File: src/rtl/hawk_att_lookup.sv
// ATT lookup stage: maps a host page number to its ATT line, fetches it over AXI
// (or reuses the last fetched line) and decodes the 8-byte entry into a translation packet.
module hawk_att_lookup #(
  parameter int ADDR_WIDTH    = 64,
  parameter int DATA_WIDTH    = 512,
  parameter int LEN_WIDTH     = 8,
  parameter int RESP_WIDTH    = 2,
  parameter logic [ADDR_WIDTH-1:0] ATT_START = 64'hFFF6100000,
  parameter logic [ADDR_WIDTH-1:0] HPPA_BASE = 64'hFFF6400000,
  parameter int ATT_ENTRY_MAX = 524288,
  parameter int BYTESWAP      = 1,
  parameter int LINE_BUF_EN   = 1
) (
  input  logic                  clk_i,
  input  logic                  rst_i,
  input  logic                  lkup_valid_i,
  output logic                  lkup_ready_o,
  input  logic [ADDR_WIDTH-13:0] lkup_hppa_i,
  input  logic                  lkup_zeroblkwr_i,
  input  logic                  att_inval_i,
  output logic                  arvalid_o,
  input  logic                  arready_i,
  output logic [ADDR_WIDTH-1:0] araddr_o,
  output logic [LEN_WIDTH-1:0]  arlen_o,
  input  logic                  rvalid_i,
  output logic                  rready_o,
  input  logic [DATA_WIDTH-1:0] rdata_i,
  input  logic [RESP_WIDTH-1:0] rresp_i,
  input  logic                  rlast_i,
  output logic                  trnsl_valid_o,
  input  logic                  trnsl_ready_i,
  output logic [ADDR_WIDTH-1:0] trnsl_ppa_o,
  output logic [1:0]            trnsl_sts_o,
  output logic [7:0]            trnsl_zpd_cnt_o,
  output logic                  trnsl_zpd_update_o,
  output logic                  trnsl_allow_access_o,
  output logic                  trnsl_err_o
);

  localparam int HPPA_W = ADDR_WIDTH - 12;
  localparam int IDX_W  = $clog2(ATT_ENTRY_MAX);
  localparam int TAG_W  = IDX_W - 3;
  localparam int LANES  = DATA_WIDTH / 64;
  localparam logic [HPPA_W-1:0] BASE_PG   = HPPA_BASE[ADDR_WIDTH-1:12];
  localparam logic [HPPA_W-1:0] ENTRY_MAX = HPPA_W'(ATT_ENTRY_MAX);
  localparam logic [1:0] STS_DALLOC = 2'b00;
  localparam logic [1:0] STS_UNCOMP = 2'b01;

  typedef enum logic [1:0] {S_IDLE, S_AR, S_R, S_RESP} state_t;

  state_t r_state, w_next;

  logic [ADDR_WIDTH-1:0] r_araddr;
  logic [2:0]            r_slot;
  logic                  r_zbw;
  logic [TAG_W-1:0]      r_tag;
  logic                  r_buf_vld;
  logic [TAG_W-1:0]      r_buf_tag;
  logic [DATA_WIDTH-1:0] r_buf_data;
  logic [ADDR_WIDTH-1:0] r_ppa;
  logic [1:0]            r_sts;
  logic [7:0]            r_zpd;
  logic                  r_upd, r_allow, r_err;

  logic [HPPA_W-1:0]     w_diff;
  logic [TAG_W-1:0]      w_tag;
  logic                  w_oor, w_hit, w_accept, w_load, w_fill, w_in_idle, w_bad, w_zbw, w_upd;
  logic [2:0]            w_slot;
  logic [DATA_WIDTH-1:0] w_raw, w_line;
  logic [63:0]           w_entry;
  logic [7:0]            w_zpd;
  logic                  w_unused_bits;

  assign w_diff    = lkup_hppa_i - BASE_PG;
  assign w_oor     = (lkup_hppa_i < BASE_PG) || (w_diff >= ENTRY_MAX);
  assign w_tag     = w_diff[IDX_W-1:3];
  assign w_in_idle = (r_state == S_IDLE);
  assign w_accept  = lkup_valid_i && w_in_idle;
  assign w_hit     = (LINE_BUF_EN != 0) && r_buf_vld && (r_buf_tag == w_tag) && !att_inval_i;
  assign w_fill    = (r_state == S_R) && rvalid_i && (rresp_i == '0) && rlast_i;
  assign w_load    = (w_accept && (w_oor || w_hit)) || ((r_state == S_R) && rvalid_i);

  // Decode from the buffer in the accept cycle (hit) or from the bus on the data beat.
  assign w_raw  = w_in_idle ? r_buf_data : rdata_i;
  assign w_slot = w_in_idle ? w_diff[2:0] : r_slot;
  assign w_zbw  = w_in_idle ? lkup_zeroblkwr_i : r_zbw;
  assign w_bad  = w_in_idle ? w_oor : ((rresp_i != '0) || !rlast_i);

  always_comb begin
    w_line = w_raw;
    if (BYTESWAP != 0) begin
      for (int l = 0; l < LANES; l++) begin
        for (int b = 0; b < 8; b++) begin
          w_line[64*l + 8*b +: 8] = w_raw[64*l + 8*(7-b) +: 8];
        end
      end
    end
  end

  assign w_entry       = w_line[{w_slot, 6'b000} +: 64];
  assign w_zpd         = w_entry[63:56];
  assign w_upd         = w_zbw && (w_entry[1:0] == STS_UNCOMP);
  assign w_unused_bits = ^w_entry[55:ADDR_WIDTH-10];

  always_comb begin
    w_next               = r_state;
    lkup_ready_o         = 1'b0;
    arvalid_o            = 1'b0;
    rready_o             = 1'b0;
    trnsl_valid_o        = 1'b0;
    case (r_state)
      S_IDLE: begin
        lkup_ready_o = 1'b1;
        if (w_accept) w_next = (w_oor || w_hit) ? S_RESP : S_AR;
      end
      S_AR: begin
        arvalid_o = 1'b1;
        if (arready_i) w_next = S_R;
      end
      S_R: begin
        rready_o = 1'b1;
        if (rvalid_i) w_next = S_RESP;
      end
      S_RESP: begin
        trnsl_valid_o = 1'b1;
        if (trnsl_ready_i) w_next = S_IDLE;
      end
      default: w_next = S_IDLE;
    endcase
  end

  always_ff @(posedge clk_i) begin
    if (rst_i) begin
      r_state   <= S_IDLE;
      r_araddr  <= '0;
      r_slot    <= '0;
      r_zbw     <= 1'b0;
      r_tag     <= '0;
      r_buf_vld <= 1'b0;
      r_buf_tag <= '0;
      r_ppa     <= '0;
      r_sts     <= '0;
      r_zpd     <= '0;
      r_upd     <= 1'b0;
      r_allow   <= 1'b0;
      r_err     <= 1'b0;
    end else begin
      r_state <= w_next;
      if (w_accept) begin
        r_slot   <= w_diff[2:0];
        r_zbw    <= lkup_zeroblkwr_i;
        r_tag    <= w_tag;
        r_araddr <= ATT_START + {{(ADDR_WIDTH-TAG_W-6){1'b0}}, w_tag, 6'b000000};
      end
      if (w_load) begin
        if (w_bad) begin
          r_err   <= 1'b1;
          r_allow <= 1'b0;
          r_sts   <= STS_DALLOC;
          r_ppa   <= '0;
          r_upd   <= 1'b0;
          r_zpd   <= '0;
        end else begin
          r_err   <= 1'b0;
          r_allow <= (w_entry[1:0] == STS_UNCOMP);
          r_sts   <= w_entry[1:0];
          r_ppa   <= {w_entry[ADDR_WIDTH-11:2], 12'h000};
          r_upd   <= w_upd;
          r_zpd   <= (w_upd && (w_zpd != 8'hFF)) ? w_zpd + 8'd1 : w_zpd;
        end
      end
      // Invalidation beats a same-cycle fill so a stale line is never retained.
      if (att_inval_i) r_buf_vld <= 1'b0;
      else if (w_fill) r_buf_vld <= 1'b1;
      if (w_fill) r_buf_tag <= r_tag;
    end
  end

  always_ff @(posedge clk_i) begin
    if (w_fill) r_buf_data <= rdata_i;
  end

  assign araddr_o             = r_araddr;
  assign arlen_o              = '0;
  assign trnsl_ppa_o          = r_ppa;
  assign trnsl_sts_o          = r_sts;
  assign trnsl_zpd_cnt_o      = r_zpd;
  assign trnsl_zpd_update_o   = r_upd;
  assign trnsl_allow_access_o = r_allow;
  assign trnsl_err_o          = r_err;

endmodule

File: config.mk
export PLATFORM = sky130hd
export DESIGN_NAME = hawk_att_lookup
export DESIGN_NICKNAME = d
export VERILOG_FILES = /design/src/rtl/hawk_att_lookup.sv
export SDC_FILE = /design/constraint.sdc
export NUM_CORES = 1
export LEC_CHECK = 0
export CAP_MARGIN = 5
export CORE_AREA = 2 2 280 282
export DETAILED_ROUTE_END_ITERATION = 12
export DIE_AREA = 0 0 282 284
export DONT_BUFFER_PORTS = 1
export GPL_TIMING_DRIVEN = 1
export PLACE_DENSITY = 0.61
export SYNTH_ARGS = -nofsm -noshare
export SYNTH_HDL_FRONTEND = slang
export SYNTH_SLANG_ARGS = --single-unit
export TNS_END_PERCENT = 100
File: constraint.sdc
create_clock -name clk_i -period 45.2 [get_ports clk_i]
set_clock_uncertainty 0.15 [all_clocks]
set_input_delay 6.78 -clock clk_i [delete_from_list [all_inputs] [get_ports clk_i]]
set_output_delay 6.78 -clock clk_i [all_outputs]
set_load 0.005 [all_outputs]
After elaboration in Yosys (flattened, before gate mapping)
Cells that the tools add are included.
{"block": "op_classes", "n_addsub": 3, "multipliers": 0, "n_div": 0, "order_cmp": 2, "eq_ne": 10, "shifts": 1, "n_mux": 21, "bitwise_logic": 0, "n_reduce_logical": 20}
{"op": "$mux 512", "count": 1}
{"op": "$shiftx 512x10->64", "count": 1}
{"op": "$mux 64", "count": 1}
{"op": "$ge 52x20->1 const B", "count": 1}
{"op": "$lt 52x28->1 const B", "count": 1}
{"op": "$sub 52x28->52 const B", "count": 1}
{"op": "$add 40x22->41 const A", "count": 1}
{"op": "$eq 16x16->1", "count": 1}
{"op": "$mux 8", "count": 2}
{"op": "$mux 2", "count": 6}
{"op": "$logic_and 1x1->1", "count": 9}
{"op": "$mux 1", "count": 9}
{"op": "$add 8x1->8 const B", "count": 1}
{"op": "$ne 2x2->1 const B", "count": 4}
{"op": "$ne 8x8->1 const B", "count": 1}
{"op": "$pmux 2 s4", "count": 1}
{"op": "$eq 2x1->1 const B", "count": 2}
{"op": "$eq 2x2->1 const B", "count": 2}
{"op": "$logic_not 2->1", "count": 2}
{"op": "$logic_or 1x1->1", "count": 4}
{"op": "$reduce_and 4->1", "count": 1}
{"op": "$mux 3", "count": 1}
{"op": "$logic_not 1->1", "count": 2}
{"op": "$reduce_bool 2->1", "count": 1}
{"op": "$reduce_or 2->1", "count": 1}
{"block": "totals", "reg_bits": 692, "latchBits": 0, "mem_bits_rw": 0, "rom_bits": 0, "output_inout_bits": 153, "elab_cells": 71, "memories": 0}

Depth between registers and ports, before layout
Gate-level depths: netlist of the first run.
{"block": "logic_depth", "word_depth": 8, "depth_mapped": 17, "ltp_nobuf": 13}

Worst setup path before layout of the first run
Ideal clock, no wire load.
{"block": "synth_path", "path_type": "in2reg", "startpoint": "input port rresp_i[1]", "endpoint": "register r_buf_data[0], enable pin", "setup_ps": 1053, "arrival_time_ps": 20878, "required_ps": 43997, "slack_ps": 23120, "stages": 4, "path_buffers": 1, "cell_sequence": "nor2_1 > nand4_1 > clkinv_1 > clkbuf_1"}
{"block": "synth_between", "elab_chain_len": 3}
{"element": "from (decl)", "line_no": "28", "source": "input logic [RESP_WIDTH-1:0] rresp_i,"}
{"element": "$logic_not 2->1", "line_no": "80", "source": "assign w_fill = (r_state == S_R) && rvalid_i && (rresp_i == '0) && rlast_i;"}
{"element": "$logic_and 1x1->1 (2 in series)", "line_no": "80"}
{"element": "via w_fill", "line_no": "67", "source": "logic w_oor, w_hit, w_accept, w_load, w_fill, w_in_idle, w_bad, w_zbw, w_upd;"}
{"element": "to (signal assigned)", "line_no": "180", "source": "if (w_fill) r_buf_data <= rdata_i;"}
{"element": "to (decl)", "line_no": "59", "source": "logic [DATA_WIDTH-1:0] r_buf_data;"}
The timed path passes the listed nets, and every way through them passes these cells.
A chain may end at the register's enable or synchronous reset.

Worst setup path after layout of the first run
{"block": "layout_path", "startpoint": "input port lkup_hppa_i[11]", "endpoint": "register r_ppa[56] (netlist: trnsl_ppa_o[56])"}
{"block": "layout_between", "elab_chain_len": 7, "word_cells_on_any_way": 12, "classes_between": "add/sub: 1; order compare: 2; eq/ne: 1; mux: 2; reduce/logical: 6"}
{"element": "from (decl)", "line_no": "18", "source": "input logic [ADDR_WIDTH-13:0] lkup_hppa_i,"}
{"element": "branches (longest 7 deep; another with $sub 52x28->52)"}
{"element": "to (signal assigned)", "line_no": "167", "source": "r_ppa <= {w_entry[ADDR_WIDTH-11:2], 12'h000};"}
{"element": "to (decl)", "line_no": "60", "source": "logic [ADDR_WIDTH-1:0] r_ppa;"}
Parallel ways; which one is timed is not known.

==> qor.txt, run 1 <==
Boundary Pins: 728
PnR worst setup slack: 34.66 ns
Max-cap viol count: 0
Startpoint Class: input port
Hold WS: 0.297 ns
Top cell type's share of synthesized area: 52.2%
Part of the cycle the worst path needs: 23.3%
Die X: 282 um
R2r startpoint: r_state[0]$_SDFFE_PP0P_
Sequential fraction of the synthesis area: 59.8%
Initial DRT Pass Iterations: 5
Buffer and inverter count on the worst path: 3
Fraction of layout instances using a drive strength above 1: 24.3%
Final net count: 2307
Cell Chain, Critical Path: inv_1 > ha_1 > nand2b_1 > a31oi_1 > buf_4 > nor2_1 > o2111ai_1 > nor4_1 > nand4_1 > or4_4 > o211ai_4 > buf_4 > o22ai_1
Synth warn: 0
Die Area: 80100 sq um
Clk sinks: 604
Number of synthesized flops with an enable pin: 496
Iter 0 DRT Violations: 1197
Row cnt: 102
Remaining global-route overflow: 0
Root Driver: clkbuf_16
CTS hold repair buffers: 0
Post-synthesis register bit count: 604
IO Port Bufs: 0
Final RePlAce weighted congestion: 0.855
Post-Layout Cell Count: 2826
Fillers: 6962
Antenna-violating nets left: 0
Largest net degree at the start of global routing: 180
Vias post-DR: 16104
Peak supply drop: 0.0522 mV
Crit Path Class: in -> reg
Detailed Route WL: 78900 um
Clock Path Buffers: 3
Post-CTS Resized: 0
Worst Hold End: r_buf_tag[15]$_SDFFE_PP0P_
Post-synth cell types: 70
Synth Cell Area: 28500 sq um
Worst EP arrival: 10.81 ns
Final setup vio count: 0
Final Hold Violating Endpoints: 0
Hold Path Class: reg -> reg
Slew Limit Fails: 0
Area contributors post-synth: edfxtp_1 (52%), mux4_2 (22%), dfxtp_1 (7.6%)
Core area: 77000 sq um
Cells after synthesis: 1773
Routed WL per cell: 27.9 um
Pwr dens: 58.5 nW/um^2
FMAX: 94.9 MHz
Worst Hold Depth: 2
Total setup buffers inserted after CTS: 0
Total CTS buffers: 69
First-pass GRT wire length: 114000 um
Initial core utilization: 37.1%
Syn Area/Cell: 16.1 sq um
Largest delay contributor family on the critical path: simple AND/OR/NAND/NOR gates
Initial antenna violation count: 2
Worst Hold Launch: r_tag[15]$_SDFFE_PP0P_
Reg2reg end: trnsl_ppa_o[56]$_SDFFE_PP0P_
TNS Setup: 0 ns
Main synth FF type: edfxtp_1
Post-synth top cells: edfxtp_1 (496), mux4_2 (274), inv_1 (135)
Hpwl dp: 55600 um
Clk_lat worst skew: 0.61 ns
Most frequent cell after synthesis: edfxtp_1
Max_slew headroom: 20.4%
CP max stage delay: 0.73 ns
Vias in the first global route: 16913
# DRC: 0
Crit path capture type: flip-flop
Vias/cell: 5.70
Fin crit period: 10.54 ns
Ys async rst share: 0%
Reg2reg path depth: 8
Required time of the critical path: 45.47 ns
Die height: 284 um
Pleak: 10.1 nW
FF-to-FF setup slack: 40.03 ns
Critical Path Fanout Max: 41
Total GRT Usage: 19.2%
Inst Count DP: 2693
CTS tree: done
Most used cell, CP: buf_4
Worst-path clk slew: 0.07 ns
Tightest Pin Transition: 1.19 ns
Leading area contributor after synthesis: edfxtp_1
Post-Place Worst Slack: 34.06 ns
Slowest cell on crit path: buf_4
Unrepaired setup endpoints after global routing: no
H-tree Lvls: 3
Area delta synth->final: 10.4%
Status: finished, final reports clean
==> per-layer routing <==
metal	GRT usage (%)	share of wire (%)	vias up
met5	0	0	-
met3	7.36	11	150
li1	-	-	6852
met2	33.4	51	783
met1	21.4	35	8319
met4	6.74	3.4	0
==> area by class of cell <==
class / instances / area [sq um] / share of cell area (%)
multi-input cells: 894 / 10100 / 32.2
well taps: 1040 / 1300 / 4.13
clock buffers: 88 / 1860 / 5.90
diodes: 5 / 12.5 / 0.0397
clock inverters: 40 / 455 / 1.45
inverters: 136 / 518 / 1.64
flip-flops and latches: 604 / 17100 / 54.1
repair buffers: 19 / 168 / 0.532
==> placed cells by master (no fill, tap or decap), types with 22 or more instances in the layout <==
cell / synthesis / routed
inv_1: 135 / 135
mux2i_1: 51 / 49
clkbuf_16: 0 / 70
a21oi_1: 62 / 62
conb_1: 1 / 53
nand2_1: 103 / 103
o22ai_1: 70 / 70
mux4_2: 274 / 274
nor3_1: 22 / 22
nor2_1: 40 / 40
edfxtp_1: 496 / 496
dfxtp_1: 108 / 107
==> sequential cells by signal (all words and copies together) (netlist names) <==
signal	flops
trnsl_err_o	1
r_state	2
r_tag	16
r_buf_tag	16
r_buf_data	496
trnsl_allow_access_o	1
r_buf_vld	1
trnsl_zpd_cnt_o	8
trnsl_sts_o	2
trnsl_ppa_o	52
r_zbw	1
araddr_o	4
r_slot	3
trnsl_zpd_update_o	1
==> worst reg2reg max path, cell delays in order, from the launching register on <==
cell and delay [ns]:
dfxtp_1 0.33, inv_1 0.14, ha_4 0.53, buf_4 0.76, and2_1 1.06, a21oi_1 0.28
o21bai_4 0.82, buf_4 0.75, o22ai_1 0.19
==> cells by family (layout without fill, tap and decap cells) <==
group                      after synthesis  count (layout)  share of synthesized area (%)
DFF                                    604             604                           59.8
and+or+nand+nor                        260             260                           4.65
AOI/OAI and AO/OA                      206             206                           4.73
xor gates and xnor gates                29              29                          0.938
other                                    1              58                         0.0131
adders and majority gates                8               8                          0.351
muxes                                  338             338                           23.9
buffers and inverters                  327             283                           5.65
==> worst max-delay path by stage <==
stage,startpoint,endpoint,slack (ns),cells after the start
final,lkup_hppa_i[11],trnsl_ppa_o[56]$_SDFFE_PP0P_,34.66,13
after global routing,lkup_hppa_i[11],trnsl_ppa_o[39]$_SDFFE_PP0P_,34.43,13
after CTS,lkup_hppa_i[11],trnsl_ppa_o[56]$_SDFFE_PP0P_,34.70,13
after detailed placement,lkup_hppa_i[11],trnsl_ppa_o[56]$_SDFFE_PP0P_,34.06,13
after global placement,lkup_hppa_i[11],trnsl_ppa_o[32]$_SDFFE_PP0P_,34.13,13
after floorplan,rresp_i[1],r_buf_data[0]$_DFFE_PP_,23.12,4
==> through the flow <==
stage               util [%]  instance area, sq um  total power, mW
finish                  40.9                 31500             1.84
global route            40.9                 31500             1.93
floorplan                  -                 28700             1.18
CTS                     40.9                 31500             1.88
global placement        37.9                 29200             1.29
detailed placement      37.9                 29200             1.30
==> power by group <==
| group | leakage, nW | switching, mW | internal [mW] |
|---|---|---|---|
| Clock | 1.13 | 0.237 | 0.336 |
| Sequential | 5.34 | 0.0119 | 0.620 |
| Combinational | 3.60 | 0.307 | 0.333 |
| Total | 10.1 | 0.556 | 1.29 |
Power figures use the tool's default switching activity.
==> inputs of run 2 (changes only) <==
CORE_AREA = 2 2 285 287   (was 2 2 280 282)
DIE_AREA = 0 0 287 289   (was 0 0 282 284)
PLACE_DENSITY = 0.62   (was 0.61)
clock period = 8.85 ns   (was 45.2 ns; I/O delays follow)
==> run 2 against run 1 <==
Net effect:
- global-route usage fell by 1.0 points
- largest cell class unchanged
- combinational power rose to 5.1 times the previous value
- critical path depth fell by 1
- clock power rose to 5.0 times the previous value
- register-to-register slack got worse by 36 ns
- sequential cell count did not move
- via count did not move
- routed wire length fell by 1.3%
- core utilization fell by 1.5 points
- sequential power rose to 5.1 times the previous value
- final cell count rose by 0.50%
==> qor.txt, run 2 (same netlist as run 1, synthesis figures left out) <==
Clk sinks: 604
Final Hold Violating Endpoints: 0
Row cnt: 104
Largest net degree at the start of global routing: 173
Vias in the first global route: 16731
Commonest non-fill, non-tap cell in the layout: edfxtp_1
Largest delay contributor family on the critical path: compound AO/OA/AOI/OAI gates
Crit path capture type: flip-flop
Die height: 289 um
Initial antenna violation count: 4
TNS Setup: 0 ns
Fraction of layout instances using a drive strength above 1: 23.7%
Pwr dens: 297 nW/um^2
Post-Layout Cell Count: 2840
FF+latch area: 17100 sq um
Startpoint Class: input port
Buffer and inverter count on the worst path: 2
CTS tree: done
CP max stage delay: 0.89 ns
Unrepaired setup endpoints after global routing: no
Total GRT Usage: 18.2%
Fin crit period: 5.42 ns
Die Area: 82900 sq um
Pleak: 10.0 nW
Crit Path Class: in -> reg
FMAX: 184 MHz
Multi-input combinational cell area: 10100 sq um
Clk_lat worst skew: 0.63 ns
Critical Path Fanout Max: 35
Hpwl dp: 55500 um
Remaining global-route overflow: 0
Max_slew headroom: 21.9%
Boundary Pins: 728
Max-cap viol count: 0
Slowest cell on crit path: o21bai_4
Area delta synth->final: 10.3%
Iter 0 DRT Violations: 1131
Tightest Pin Transition: 1.17 ns
Die X: 287 um
Peak supply drop: 0.215 mV
Cell Chain, Critical Path: inv_1 > ha_1 > nand2b_1 > a31oi_1 > xnor2_1 > a221oi_1 > or4b_2 > nand2_1 > nor4_1 > o21bai_4 > buf_4 > o22ai_1
Vias/cell: 5.67
Initial DRT Pass Iterations: 5
CTS hold repair buffers: 0
# DRC: 0
Detailed Route WL: 77900 um
First-pass GRT wire length: 113000 um
Slew Limit Fails: 0
IO Port Bufs: 0
Hold Path Class: reg -> reg
Clock Path Buffers: 3
Core area: 79900 sq um
Most frequent cells in the layout: edfxtp_1 (496), mux4_2 (274), inv_1 (135)
Worst-path clk slew: 0.06 ns
Hold WS: 0.288 ns
Final setup vio count: 0
Routed WL per cell: 27.4 um
Initial core utilization: 35.7%
Post-CTS Resized: 0
Final RePlAce weighted congestion: 0.873
Inst Count DP: 2711
Antenna-violating nets left: 0
Final net count: 2305
H-tree Lvls: 3
Part of the cycle the worst path needs: 61.3%
Required time of the critical path: 9.15 ns
Worst EP arrival: 5.72 ns
Fillers: 7273
Total power: 9.35 mW
Reg with most FFs: r_buf_data
Vias post-DR: 16104
Total setup buffers inserted after CTS: 0
Total CTS buffers: 69
Status: finished, final reports clean
Root Driver: clkbuf_16
Number of flip-flops in the largest register: 496
-- run 2: cell types whose count changed in the layout (fill, tap and decap cells not counted), moves of 3 or more --
cell	delta
bufinv_16	-3
buf_4	-4
clkinv_2	-3
clkinv_16	+3
clkbuf_1	+7
-- run 2: path summary, 6_finish.rpt --
path	startpoint	end	slack, ns	depth (start not counted)
setup / recovery	lkup_hppa_i[11]	trnsl_ppa_o[36]$_SDFFE_PP0P_	3.43	12
hold reg to reg	r_tag[15]$_SDFFE_PP0P_	r_buf_tag[15]$_SDFFE_PP0P_	0.29	2
hold / removal	r_tag[15]$_SDFFE_PP0P_	r_buf_tag[15]$_SDFFE_PP0P_	0.29	2
setup reg to reg	r_state[0]$_SDFFE_PP0P_	trnsl_zpd_cnt_o[7]$_SDFFE_PP0P_	3.63	12
-- run 2: tightest hold or removal path: stages (launching register included) --
cell and delay [ns]:
dfxtp_1 0.31, nand2_1 0.05, a21oi_1 0.05
-- run 2: layout make-up --
type | instances | share of cell area (%)
clock inverter | 31 | 1.19
sequential | 604 | 54.2
multi-input combinational | 894 | 32.2
clock buffer | 95 | 5.99
inverter | 136 | 1.65
timing repair buffer | 17 | 0.564
antenna | 3 | 0.0239
tap | 1060 | 4.21
-- run 2: stage by stage --
stage               util, %  setup WS (ns)  cell area [sq um]
floorplan                 -           2.72              28700
global placement       36.6           2.76              29200
detailed placement     36.6           2.72              29200
CTS                    39.4           3.37              31500
global route           39.4           2.97              31500
finish                 39.4           3.43              31500
-- run 2: metal layers --
metal | track usage (%) | routed length (um)
met1 | 20.9 | 28000
met2 | 30.9 | 39000
met3 | 7.37 | 8500
met4 | 6.11 | 2330
met5 | 0 | 13
-- run 2: where the power goes --
group,switching [mW],internal [mW],total (mW)
Clock,1.22,1.64,2.86
Combinational,1.56,1.70,3.26
Sequential,0.0643,3.17,3.23
Total,2.85,6.50,9.35
